**src/rtl/demux_pkg.sv**
```systemverilog
// Shared types and helpers for the demux2 receive path.
package demux_pkg;

   localparam int DEFAULT_WIDTH = 4;

   typedef enum logic {
      CH0 = 1'b0,
      CH1 = 1'b1
   } ch_e;

   // Slot counter width; PERIOD=1 still needs a 1-bit register.
   function automatic int cnt_width(input int period);
      return (period <= 1) ? 1 : $clog2(period);
   endfunction

endpackage

```
**src/rtl/demux_slot.sv**
```systemverilog
// One-entry per-channel output buffer with valid/ready drain and sticky overrun flag.
module demux_slot
   import demux_pkg::*;
#(
   parameter int WIDTH = DEFAULT_WIDTH
) (
   input  logic             clk,
   input  logic             rst,
   input  logic             load,
   input  logic [WIDTH-1:0] in_data,
   output logic [WIDTH-1:0] out_data,
   output logic             out_valid,
   input  logic             out_ready,
   output logic             overrun
);

   logic drain;
   logic accept;

   assign drain  = out_valid && out_ready;
   assign accept = load && (!out_valid || out_ready);

   always_ff @(posedge clk) begin
      // NOTE: sequential state uses non-blocking assignments so every flop samples pre-edge values.
      if (rst) begin
         out_data  <= '0;
         out_valid <= 1'b0;
         overrun   <= 1'b0;
      end else begin
         if (accept) begin
            out_data  <= in_data;
            out_valid <= 1'b1;
         end else if (drain) begin
            out_valid <= 1'b0;
         end
         if (load && !accept) begin
            overrun <= 1'b1;
         end
      end
   end

endmodule

```
**src/rtl/demux2.sv**
```systemverilog
// Clocked 1-to-2 demultiplexer: slot counter and channel decode feeding two slot buffers.
module demux2
   import demux_pkg::*;
#(
   parameter int WIDTH  = DEFAULT_WIDTH,
   parameter int PERIOD = 5,
   parameter bit AUTO   = 1'b0
) (
   input  logic             clk,
   input  logic             rst,
   input  logic [WIDTH-1:0] in_data,
   input  logic             in_valid,
   input  logic             sel,
   output logic [WIDTH-1:0] out0_data,
   output logic             out0_valid,
   input  logic             out0_ready,
   output logic [WIDTH-1:0] out1_data,
   output logic             out1_valid,
   input  logic             out1_ready,
   output logic             phase,
   output logic             overrun0,
   output logic             overrun1
);

   localparam int             CW       = cnt_width(PERIOD);
   localparam logic [CW-1:0]  CNT_LAST = CW'(PERIOD - 1);

   logic [CW-1:0] cnt;
   ch_e           ch;
   logic          load0;
   logic          load1;

   // Free-running slot counter mirroring the mux's alternating select.
   always_ff @(posedge clk) begin
      if (rst) begin
         cnt   <= '0;
         phase <= 1'b0;
      end else if (cnt == CNT_LAST) begin
         cnt   <= '0;
         phase <= ~phase;
      end else begin
         cnt <= cnt + CW'(1);
      end
   end

   assign ch    = ch_e'(AUTO ? phase : sel);
   assign load0 = in_valid && (ch == CH0);
   assign load1 = in_valid && (ch == CH1);

   demux_slot #(.WIDTH(WIDTH)) u_slot0 (
      .clk       (clk),
      .rst       (rst),
      .load      (load0),
      .in_data   (in_data),
      .out_data  (out0_data),
      .out_valid (out0_valid),
      .out_ready (out0_ready),
      .overrun   (overrun0)
   );

   demux_slot #(.WIDTH(WIDTH)) u_slot1 (
      .clk       (clk),
      .rst       (rst),
      .load      (load1),
      .in_data   (in_data),
      .out_data  (out1_data),
      .out_valid (out1_valid),
      .out_ready (out1_ready),
      .overrun   (overrun1)
   );

endmodule

```
**config.mk**
```make
export PLATFORM = sky130hd
export DESIGN_NAME = demux2
export DESIGN_NICKNAME = d
export VERILOG_FILES = /design/src/rtl/demux_pkg.sv /design/src/rtl/demux_slot.sv /design/src/rtl/demux2.sv
export SDC_FILE = /design/constraint.sdc
export NUM_CORES = 1
export LEC_CHECK = 0
export ABC_AREA = 1
export ABC_CLOCK_PERIOD_IN_PS = 1300
export CORE_UTILIZATION = 42
export DETAILED_ROUTE_END_ITERATION = 10
export MAX_ROUTING_LAYER = met4
export PLACE_DENSITY = 0.81
export SYNTH_ARGS = -nofsm -noshare
export SYNTH_HDL_FRONTEND = slang
export SYNTH_SLANG_ARGS = --single-unit
```
**constraint.sdc**
```tcl
create_clock -name clk -period 1.3 [get_ports clk]
set_input_delay 0.195 -clock clk [delete_from_list [all_inputs] [get_ports clk]]
set_output_delay 0.195 -clock clk [all_outputs]
set_load 0.01 [all_outputs]
```
# Word level (Yosys, flattened, before mapping)
# Cells that the tools add are included.
# word_totals
ff_bits	16
inputBits	10
out_inout_bits	13
elab_cells	33
# classes
n_addsub	1
n_eq_ne	1
n_mux	4
n_bitwise	2
n_reduce_logical	17
# op_table
operator	n
logical AND 1 bit	8
logical NOT 1 bit	4
two-way mux 1 bit	4
nonzero test 2 bit	2
adder 3 x 1 -> 3 bit, second input constant	1
equality test 3 bit, second input constant	1
logical OR 1 bit	2
inverter 1 bit	2
OR reduction 2 bit	1

# Logic depth before layout (Yosys ltp)
# Gate-level depths: netlist of run 1.
# logic_depth
word_depth	5
depth_mapped	5
ltp_nobuf	5

# Modules after synthesis
# A second synthesis of run 1 with hierarchy kept.
# unflattened
hier_cells	98
hier_area_um2	693.2
# by_module_without_submodules
mod	n_inst	cells_each	area_each_um2
demux_slot	2	35	249.0
demux2	1	28	195.2

# Worst setup path before layout of run 1
# No wires, ideal clock.
# synth_path
kind	reg2reg
start	reg cnt[0]
end	reg phase
setup_time_ns	0.114
arrival_ns	0.808
slack_ns	0.378
stages_incl_launch_ff	6
path_buffers	0
period_less_slack_ns	0.922
path_cell_list	dfxtp_1 > inv_1 > ha_1 > nand2_1 > xor2_1 > nor2_1
# synth_between
elab_chain_len	1
# synth_lines
item	line_no	source
start: declaration	demux2.sv:28	logic [CW-1:0] cnt;
start signal: assignment	demux2.sv:42	cnt <= cnt + CW'(1);
equality test 3 bit	demux2.sv:38	end else if (cnt == CNT_LAST) begin
end signal: assignment	demux2.sv:40	phase <= ~phase;
end: declaration	demux2.sv:20	output logic phase,
# Every way passes these cells.
# A chain may end at the register's enable or synchronous reset.

# Final worst setup path of run 1
# layout_path
start	reg phase
end	out phase
# No word-level cell between the ends.

==> results of run 1 <==
-- layout make-up --
cell class / instances / area (µm²) / share of cell area (%)
inverter: 15 / 57.6 / 6.31
sequential: 16 / 320 / 35.1
multi-input combinational: 52 / 268 / 29.4
clock buffer: 4 / 36.3 / 3.98
timing repair buffer: 23 / 211 / 23.2
tap: 15 / 18.8 / 2.06
-- cells in the final DEF, fill, tap and decap left out, drive strengths merged --
cell           instances
clkinv                 1
ha                     2
nand2                 14
o21a                   1
a21oi                 11
nand3                  9
xnor2                  1
clkbuf                 4
dfxtp                 16
buf                    1
inv                   14
dlygate4sd2           13
nor2                  13
clkdlybuf4s50          9
xor2                   1
-- cell usage after synthesis (all sizes together) --
cell,instances,area (µm²)
a21oi,11,58.8
clkinv,1,5.00
dfxtp,16,320
ha,2,25.0
inv,14,52.6
nand2,14,57.6
nand3,9,45.0
nor2,13,56.3
o21a,1,7.51
xnor2,1,8.76
xor2,1,8.76
-- registers in the layout, indices dropped and copies added, names as in the netlist --
name and flops:
cnt 3, phase 1, u_slot0.out_data 4, u_slot0.out_valid 1
u_slot0.overrun 1, u_slot1.out_data 4, u_slot1.out_valid 1, u_slot1.overrun 1
-- kinds of logic after synthesis --
kind of cell | Yosys count | synth area share [%]
flip-flops | 16 | 49.6
AND/OR/NAND/NOR | 36 | 24.6
XOR/XNOR | 2 | 2.71
AO/OA/AOI/OAI | 12 | 10.3
buffers and inverters | 15 | 8.91
adder cells (fa/ha/maj) | 2 | 3.88
-- report_power, final --
| group | internal, mW | leakage [nW] | switching (mW) |
|---|---|---|---|
| registers | 0.523 | 0.132 | 0.0174 |
| logic | 0.0829 | 0.314 | 0.0853 |
| clock network | 0.171 | 0.0210 | 0.159 |
-- worst paths after layout --
check                                    start                      endpoint  slack (ps)  cells past startpoint
setup reg to reg             cnt[0]$_SDFF_PP0_            phase$_SDFFE_PP0N_         320                      5
setup / recovery            phase$_SDFFE_PP0N_                         phase         190                      1
hold / removal    u_slot1.overrun$_SDFFE_PP0P_  u_slot1.overrun$_SDFFE_PP0P_         440                      2
hold reg to reg   u_slot1.overrun$_SDFFE_PP0P_  u_slot1.overrun$_SDFFE_PP0P_         440                      2
-- routing by layer --
metal  vias up  share of wire [%]  wire length, µm
met1       247                 43              572
met3         4                8.6              113
met4         0                2.2               29
met5         -                  0                0
li1        312                  -                -
met2        29                 46              601
==> run_results.csv, run 1 <==
group,metric,value,unit
drt,detailedRoute.firstIterationViolations,19,
grt,global_route.usage.met3,6.52,%
clock_tree,cts_made_buffers,3,
logic_synthesis,synth.distinct_cells,15,
placement,port_buffers,22,
sta,rsz0062_at_grt,"false",
cells_and_area,antenna_cells,0,
cells_and_area,area_delta_synth_final,41.3,%
floorplanning,floorplan.die.width,41.2,µm
grt,gr-usage-met2,28.5,%
cells_and_area,post-route-util,66.8,%
logic_synthesis,postSynthNetCount,95,
floorplanning,top_level_ports,23,
drt,first_pass_iters,5,
drt,postRouteWirelength,1.32,mm
pwr,power.leakage,0.466,nW
cells_and_area,finish.net_count,123,
floorplanning,rows,13,
clock_tree,cts-htree-levels,1,
clock_tree,clock_sink_count,16,
cells_and_area,final_area,912,µm²
floorplanning,fp.dieArea,1700,µm²
setup_path,cp.arrival,910,ps
sta,fin_ws,191,ps
pwr,worst_ir_drop_vdd,0.796,mV
grt,grt_max_degree,11,
placement,placedCellCount,121,
logic_synthesis,synth_cells,83,
clock_tree,clockRootBuffer,"clkbuf_4",
sta,post-route-period-util,85.3,%
flow_run,maxCapViolations,0,
clock_tree,longest_clk_path_bufs,2,
drt,post_drt_wl_per_cell,10.5,µm
cells_and_area,num-fill-cells,135,
setup_path,cell_at_the_slowest_stage_of_the_critical_path,"dfxtp_1",
sta,period_needed,1110,ps
placement,detailed_place_hpwl,909,µm
placement,gp_congestion,0.711,
grt,first_global_vias,437,
sta,slew_violations,0,
setup_path,cpPeakStageDelay,350,ps
drt,num_vias,592,
sta,fin_tns_setup,0,ps
grt,grt_overflow,0,
worst_hold_path,holdCritPathClass,"reg2reg",
sta,worst_margin_slew,305,ps
logic_synthesis,synth_seq_cells,16,
placement,pre_cts_slack,32.5,ps
logic_synthesis,syn_area,646,µm²
cells_and_area,post_route_cells_drive_above_1_share,10.9,%
logic_synthesis,synth_area_per_cell,7.78,µm²
sta,finalSetupViolations,0,
sta,holdWs,444,ps
setup_path,required_time_of_the_critical_path,1110,ps
setup_path,critical_path.startpoint_type,"flop",
logic_synthesis,ys_warn_count,0,
grt,grt_most_used_layer,"met2",
grt,number_of_antenna_violations_at_the_first_check_in_global_routing,0,
clock_tree,cts-hold-fix-buffers,0,
pwr,report.power.total,1.04,mW
floorplanning,fp.coreArea,1370,µm²
sta,clock-skew-final,1.40,ps
sta,timing.slew.headroom,79.6,%
sta,report.final.hold_viol_count,0,
drt,vias_per_cell,4.74,
grt,grt_pass1_wl,1.87,mm
grt,grt_use_total,18.4,%
clock_tree,tritoncts,"built",
drt,drc_violations,0,
grt,groute.layer.met1.usage,20.7,%
sta,max_freq,0.901,GHz
clock_tree,clock_insertion_delay_worst_skew,290,ps
setup_path,crit_buf_inv,1,
drt,postRouteAntennaNets,0,
pwr,p_per_area,1140,nW/µm²
floorplanning,die_height,41.2,µm
logic_synthesis,sequential_element_share_of_the_synthesized_area,49.6,%
setup_path,worst-path-max-fanout,2,
placement,postPlaceCellArea,892,µm²
clock_tree,clkTransAtPathRegs,90,ps
setup_path,end_kind,"output pin",
clock_tree,cts-resized-gates,13,
setup_path,crit_chain,"dlygate4sd2_1",
cells_and_area,final_non_filler_cells,125,
floorplanning,start_util,47.3,%
setup_path,path_type_of_the_worst_setup_path,"reg2out",
clock_tree,postCtsSetupBuffers,0,
setup_path,worst_path_dominant_cell_family,"flip-flops",
outcome,status,"complete, no violations",
Note: power is estimated with default switching activity, not from simulation.
==> run 2: changes to the inputs <==
- MAX_ROUTING_LAYER: met4 -> not set
==> run 2 against run 1 <==
Compared with the run above:
- power barely moved
- count of clock-buffer cells in the layout did not move
- cell count did not move
- routed wire length fell by 1.1%
==> run_results.csv, run 2 (synthesis gave the netlist of run 1 again) <==
group,metric,value,unit
outcome,status,"complete, no violations",
setup_path,end_kind,"output pin",
setup_path,crit_chain,"dlygate4sd2_1",
sta,fin_tns_setup,0,ps
sta,worst_margin_slew,305,ps
drt,detailedRoute.firstIterationViolations,19,
sta,slew_violations,0,
cells_and_area,layout.cells.most_common,"dfxtp_1",
clock_tree,cts_made_buffers,3,
sta,period_needed,1110,ps
drt,postRouteWirelength,1.30,mm
floorplanning,floorplan.die.width,41.2,µm
setup_path,cell_at_the_slowest_stage_of_the_critical_path,"dfxtp_1",
clock_tree,clock_sink_count,16,
setup_path,cp.arrival,910,ps
cells_and_area,post_route_cells_drive_above_1_share,10.9,%
setup_path,crit_buf_inv,1,
clock_tree,clkTransAtPathRegs,90,ps
pwr,seq_power_share,52.0,%
pwr,worst_ir_drop_vdd,0.796,mV
floorplanning,fp.coreArea,1370,µm²
drt,num_vias,590,
cells_and_area,num-fill-cells,135,
setup_path,worst_r2r_startpoint,"cnt[0]$_SDFF_PP0_",
clock_tree,clockRootBuffer,"clkbuf_4",
flow_run,maxCapViolations,0,
clock_tree,cts-htree-levels,1,
sta,report.final.hold_viol_count,0,
setup_path,cpPeakStageDelay,350,ps
sta,rsz0062_at_grt,"false",
cells_and_area,antenna_cells,0,
drt,post_drt_wl_per_cell,10.4,µm
pwr,intPower,0.777,mW
grt,grt_use_total,17.9,%
sta,max_freq,0.901,GHz
clock_tree,tritoncts,"built",
cells_and_area,mostFrequentLayoutCells,"dfxtp_1 (16), dlygate4sd2_1 (13), inv_1 (12), nand2_1 (12), nor2_1 (12)",
grt,grt_overflow,0,
sta,post-route-period-util,85.4,%
setup_path,worst-path-max-fanout,2,
drt,postRouteAntennaNets,0,
worst_hold_path,hold_path.startpoint,"u_slot1.overrun$_SDFFE_PP0P_",
setup_path,critical_path.startpoint_type,"flop",
drt,drc_violations,0,
pwr,total_switching_power,0.262,mW
floorplanning,fp.dieArea,1700,µm²
clock_tree,clock_insertion_delay_worst_skew,290,ps
setup_path,path_type_of_the_worst_setup_path,"reg2out",
cells_and_area,area_delta_synth_final,41.3,%
placement,port_buffers,22,
floorplanning,rows,13,
sta,finalSetupViolations,0,
sta,timing.slew.headroom,79.6,%
pwr,power.share.combinational,16.2,%
grt,grt_pass1_wl,1.87,mm
placement,pre_cts_slack,32.5,ps
drt,first_pass_iters,4,
floorplanning,die_height,41.2,µm
clock_tree,cts-hold-fix-buffers,0,
sta,clock-skew-final,1.40,ps
floorplanning,top_level_ports,23,
drt,vias_per_cell,4.72,
pwr,swShare,25.2,%
cells_and_area,finish.net_count,123,
setup_path,crit_start,"phase$_SDFFE_PP0N_",
clock_tree,cts-resized-gates,13,
setup_path,worst_path_dominant_cell_family,"flip-flops",
grt,grt_max_degree,11,
cells_and_area,largest_registers,"u_slot0.out_data: 4 flops, u_slot1.out_data: 4 flops, cnt: 3 flops",
setup_path,regToRegSetupSlack,320,ps
grt,number_of_antenna_violations_at_the_first_check_in_global_routing,0,
pwr,power.leakage,0.466,nW
worst_hold_path,holdCritPathClass,"reg2reg",
pwr,p_clk_share,31.8,%
placement,gp_congestion,0.703,
clock_tree,longest_clk_path_bufs,2,
sta,fin_ws,190,ps
grt,first_global_vias,437,
clock_tree,postCtsSetupBuffers,0,
setup_path,required_time_of_the_critical_path,1110,ps
floorplanning,start_util,47.3,%
pwr,p_per_area,1140,nW/µm²
placement,detailed_place_hpwl,909,µm
[run 2: cell counts in the layout (fill, tap and decap cells not counted)]
No cell type changed its count.
[run 2: per-layer routing]
layer	global-route usage, %	routed length [µm]	vias to the layer above
met3	6.52	107	5
met5	0	0	-
met1	20.7	576	246
li1	-	-	312
met2	28.5	589	27
met4	9.68	28	0
[run 2: layout make-up]
type                       instances  area [µm²]  share of cell area, %
tap                               15        18.8                   2.06
clock buffer                       4        36.3                   3.98
inverter                          15        57.6                   6.31
multi-input combinational         52         268                   29.4
sequential                        16         320                   35.1
timing repair buffer              23         211                   23.2
[run 2: path summary, 6_finish.rpt]
| kind | end | depth (start not counted) |
|---|---|---|
| max | phase | 1 |
| min | u_slot1.overrun$_SDFFE_PP0P_ | 2 |
| max reg2reg | phase$_SDFFE_PP0N_ | 5 |
| min reg2reg | u_slot1.overrun$_SDFFE_PP0P_ | 2 |
[run 2: power by group through the flow]
stage | Sequential (mW) | Clock, mW | Combinational [mW]
detailed placement | 0.554 | 0 | 0.182
global route | 0.546 | 0.363 | 0.190
global placement | 0.552 | 0 | 0.179
CTS | 0.541 | 0.341 | 0.169
floorplan | 0.563 | 0 | 0.0800
finish | 0.541 | 0.331 | 0.168
[run 2: stage by stage]
step / util, % / area, µm² / instances / hold WS (ps) / power, mW
finish: 66.8 / 912 / 125 / 444 / 1.04
global route: 66.8 / 912 / 125 / 476 / 1.10
CTS: 66.8 / 912 / 125 / 448 / 1.05
detailed placement: 65.3 / 892 / 121 / 435 / 0.736
global placement: 65.3 / 892 / 121 / 431 / 0.731
floorplan: - / 646 / 83 / 257 / 0.643
==> run 3: changes to the inputs <==
- CTS_CLUSTER_DIAMETER: not set -> 60
==> results of run 3 <==
Final layout, timing and power as in run 2 (identical DEF).
==> variant 1: new RTL, flow settings as in run 1 <==
Change the parameter `AUTO` from 1'b0 to 1'b1.
--- a/src/rtl/demux2.sv
+++ b/src/rtl/demux2.sv
@@ -4,7 +4,7 @@
 #(
    parameter int WIDTH  = DEFAULT_WIDTH,
    parameter int PERIOD = 5,
-   parameter bit AUTO   = 1'b0
+   parameter bit AUTO   = 1'b1
 ) (
    input  logic             clk,
    input  logic             rst,
Formal check against the unedited RTL: not equivalent (a bounded check fails within 4 cycles, from zero or initial values and one cycle with rst high).
==> variant 1 against run 1 <==
Combinational power is 3% lower; sequential cell count unchanged; global-route usage shrank 1.7 points; synthesized cell count is the same; area after synthesis increased by 1.4%; worst setup slack worse by 32 ps; total power shrank 1.2%; first-iteration DRC count down 79%; clock skew rose by 2.2 ps; core utilization rose by 1.0 points; cell area increased by 1.5%; wire length down 12%; maximum frequency shrank 2.8%; sequential share of layout area is 0.52 points lower; highest routed layer unchanged.
==> variant 1: results (changes against run 1) <==
[outcome]
outcome=finished clean

[logic_synthesis]
yosysUniqueCellTypes=16  ; +1
yosysSeqAreaShare_pct=48.9  ; -0.66 points
synth.top_cells.by_area=dfxtp_1 49%, a21oi_1 7.6%, inv_1 7.5%
synth_common_cells=16 x dfxtp_1, 13 x inv_1, 12 x nand2_1, 12 x nor2_1, 10 x a21oi_1

[layout]
nets=124  ; +0.81%
final_layout_size_suffix_gt1_share_pct=12.6  ; +1.7 points
instances_no_fill=126  ; +0.80%
num-fill-cells=127  ; -5.9%

[grt]
grt_use_total_pct=16.7  ; -1.7 points
grt_use_met3_pct=4.78  ; -1.7 points
met1_usage_pct=22.4  ; +1.7 points
first_global_vias=520  ; +19%
grt_first_pass_wirelength_microns=2210  ; +18%
grt.met2_usage_pct=24.1  ; -4.5 points

[critical_path]
path_max_fanout=3  ; +1
critPathMaxStageDelay_ps=380  ; +30 ps
cp.arrival_ps=950  ; +40 ps

[detailed_routing]
drt-initial-drc-count=4  ; -15
wirelength_microns=1160  ; -12%
routed_via_density=4.60  ; -2.8%
dr.pass1.iters=2  ; -3

[power_and_ir_drop]
p_leak_nw=0.474  ; +1.6%
vdd_ir_drop_max_mv=0.853  ; +7.2%

[sta]
slew-limit-headroom_pct=81.6  ; +1.9 points
finClkSkew_ps=3.56  ; +2.17 ps

[placement]
pre_cts_slack_ps=28.2  ; -4.22 ps
placedInstanceArea_sq_um=906  ; +1.5%
dpl.hpwl_microns=880  ; -3.2%
gp_congestion=0.728  ; +2.3%
port_buffers=21  ; -4.5%

==> variant 1: cell counts after synthesis <==
Identical to run 1, type by type.
==> variant 1: cell type report <==
cell class	instances	area [sq um]	share of cell area [%]
clock buffers	4	36.3	3.92
inverters	15	61.3	6.62
multi-input cells	52	273	29.5
flip-flops and latches	16	320	34.6
well taps	15	18.8	2.03
repair buffers	24	216	23.4
==> variant 1: layer usage <==
metal,part of all wire [%],vias up
li1,-,314
met5,0,-
met2,44,17
met3,5.5,5
met1,48,244
met4,1.9,0
==> variant 1: worst paths after layout <==
path | start | endpoint | slack, ps | depth (start not counted)
max | u_slot1.out_valid$_SDFFE_PP0P_ | out1_valid | 160 | 1
min | u_slot0.overrun$_SDFFE_PP0P_ | u_slot0.overrun$_SDFFE_PP0P_ | 450 | 2
max reg2reg | phase$_SDFFE_PP0N_ | u_slot0.out_data[1]$_SDFFE_PP0P_ | 310 | 5
min reg2reg | u_slot0.overrun$_SDFFE_PP0P_ | u_slot0.overrun$_SDFFE_PP0P_ | 450 | 2
==> variant 1: cells by family after synthesis <==
logic type / synth area share, %
xor+xnor: 2.68
simple gates: 25.0
compound gates: 10.1
fa+ha+maj: 3.82
flops: 48.9
buf+inv: 9.37
==> variant 1: report_power, final <==
part / internal, mW / switching, mW / total (mW) / leakage (nW)
Combinational: 0.0819 / 0.0808 / 0.163 / 0.322
Sequential: 0.521 / 0.0158 / 0.537 / 0.131
Clock: 0.171 / 0.156 / 0.327 / 0.0210
==> variant 1: tightest hold or removal path: cells and delay by family, from the launching register on <==
kind | cells | cell delay [ps]
buffers and inverters | 1 | 50
DFF | 1 | 320
AOI/OAI and AO/OA | 1 | 50
==> variant 2: new RTL, settings of run 1 <==
Made on the original files. Put a register stage on the output `overrun1`. The value now appears one clock later. The other outputs are not delayed to match.
--- a/src/rtl/demux2.sv
+++ b/src/rtl/demux2.sv
@@ -24,6 +24,8 @@
 
    localparam int             CW       = cnt_width(PERIOD);
    localparam logic [CW-1:0]  CNT_LAST = CW'(PERIOD - 1);
+
+   logic overrun1_d;
 
    logic [CW-1:0] cnt;
    ch_e           ch;
@@ -66,8 +68,12 @@
       .out_data  (out1_data),
       .out_valid (out1_valid),
       .out_ready (out1_ready),
-      .overrun   (overrun1)
+      .overrun   (overrun1_d)
    );
+
+   always_ff @(posedge clk) begin
+      overrun1 <= overrun1_d;
+   end
 
 endmodule
 
Behaviour: not the same (a bounded check fails within 4 cycles, from zero or initial values and one cycle with rst high).
==> variant 2 against run 1 <==
Area after synthesis rose by 3.1%; via count rose by 0.51%; cell area is 1.4% higher; synthesized cell count grew 1.2%; worst setup slack got worse by 14 ps; final cell count is 1.6% higher; total power down 1.8%; maximum frequency shrank 1.2%; sequential cell count up 1; wire length rose by 1.8%; critical endpoint is now out0_data[2]; largest cell class unchanged.
==> variant 2: results (changes against run 1) <==
[outcome]
outcome=finished clean

[min_path]
hp-start=u_slot1.overrun$_SDFFE_PP0P_

[logic_synthesis]
synth_common_cells=17 x dfxtp_1, 12 x inv_1, 12 x nand2_1, 12 x nor2_1, 10 x a21oi_1
yosys_most_used_dff=dfxtp_1
synth.top_cells.by_area=dfxtp_1 51%, a21oi_1 7.5%, nand3_1 6.8%
syn-num-nets=96  ; +1.1%
yosysSeqAreaShare_pct=51.1  ; +1.5 points

[placement]
dpl.hpwl_microns=981  ; +7.9%
placedInstanceArea_sq_um=913  ; +2.4%
port_buffers=22  ; unchanged
pre_cts_slack_ps=18.0  ; -14.5 ps
gp_congestion=0.828  ; +16%

[layout]
top_regs=u_slot0.out_data x4, u_slot1.out_data x4, cnt x3
nets=124  ; +0.81%
final_layout_size_suffix_gt1_share_pct=10.8  ; -0.098 points

[grt]
grt_use_total_pct=17.1  ; -1.3 points
grt_first_pass_wirelength_microns=2260  ; +21%
first_global_vias=559  ; +28%
antenna_found_initial=0  ; unchanged

[power_and_ir_drop]
p_leak_nw=0.471  ; +1.0%
vdd_ir_drop_max_mv=0.630  ; -21%
p_int_mw=0.752  ; -3.2%

[detailed_routing]
dr.pass1.iters=4  ; -1
wl_per_cell_microns=10.6  ; +0.22%
drt-initial-drc-count=10  ; -9
vias=595  ; +0.51%

[critical_path]
cp.arrival_ps=930  ; +20 ps
startpoint=u_slot0.out_data[2]$_SDFFE_PP0P_
cp_top_family=flip-flops

[clock_network]
cts.clk_slew.worst_paths_ps=100

[run]
cap_violations=0  ; unchanged

[sta]
slew-limit-headroom_pct=80.8  ; +1.1 points
finClkSkew_ps=0.478  ; -0.919 ps

-- variant 2: cell types whose count changed after synthesis --
cell / delta
dfxtp_1: +1
-- variant 2: power groups by stage --
stage	Combinational, mW	Sequential [mW]	Clock [mW]
global placement	0.179	0.585	0
detailed placement	0.183	0.585	0
global route	0.187	0.577	0.306
CTS	0.169	0.573	0.291
floorplan	0.0800	0.595	0
finish	0.168	0.572	0.281
-- variant 2: per-layer routing --
layer / global-route usage [%] / routed length, microns / vias up
li1: - / - / 314
met1: 19.6 / 605 / 269
met2: 29.1 / 684 / 12
met3: 3.91 / 50 / 0
met4: 5.81 / 0 / 0
met5: - / 0 / -
-- variant 2: path summary, 6_finish.rpt --
kind / to / slack [ps] / cells past startpoint
hold / removal: overrun1$_DFF_P_ / 360 / 0
setup / recovery: out0_data[2] / 180 / 1
setup reg to reg: phase$_SDFFE_PP0N_ / 320 / 5
hold reg to reg: overrun1$_DFF_P_ / 360 / 0
-- variant 2: layout make-up --
class	instances	area (sq um)
Inverter	15	57.6
Sequential cell	17	340
Multi-Input combinational cell	52	268
Timing Repair Buffer	23	211
Tap cell	16	20.0
Clock inverter	1	5.00
Clock buffer	3	22.5
Fill cell	143	564
-- variant 2: cells by family after synthesis --
group                    after synthesis  synth area share [%]
buffers and inverters                 15                  8.65
adder cells (fa/ha/maj)                2                  3.76
AND/OR/NAND/NOR                       36                  23.9
AO/OA/AOI/OAI                         12                  9.96
XOR/XNOR                               2                  2.63
flip-flops                            17                  51.1
-- variant 2: metrics by stage --
stage          hold WS, ps  utilization, %  cells
3_5_place_dp           341            61.3    123
5_1_grt                371            62.1    127
3_3_place_gp           333            61.3    123
2_1_floorplan          257               -     84
6_report               360            62.1    127
4_1_cts                359            62.1    127
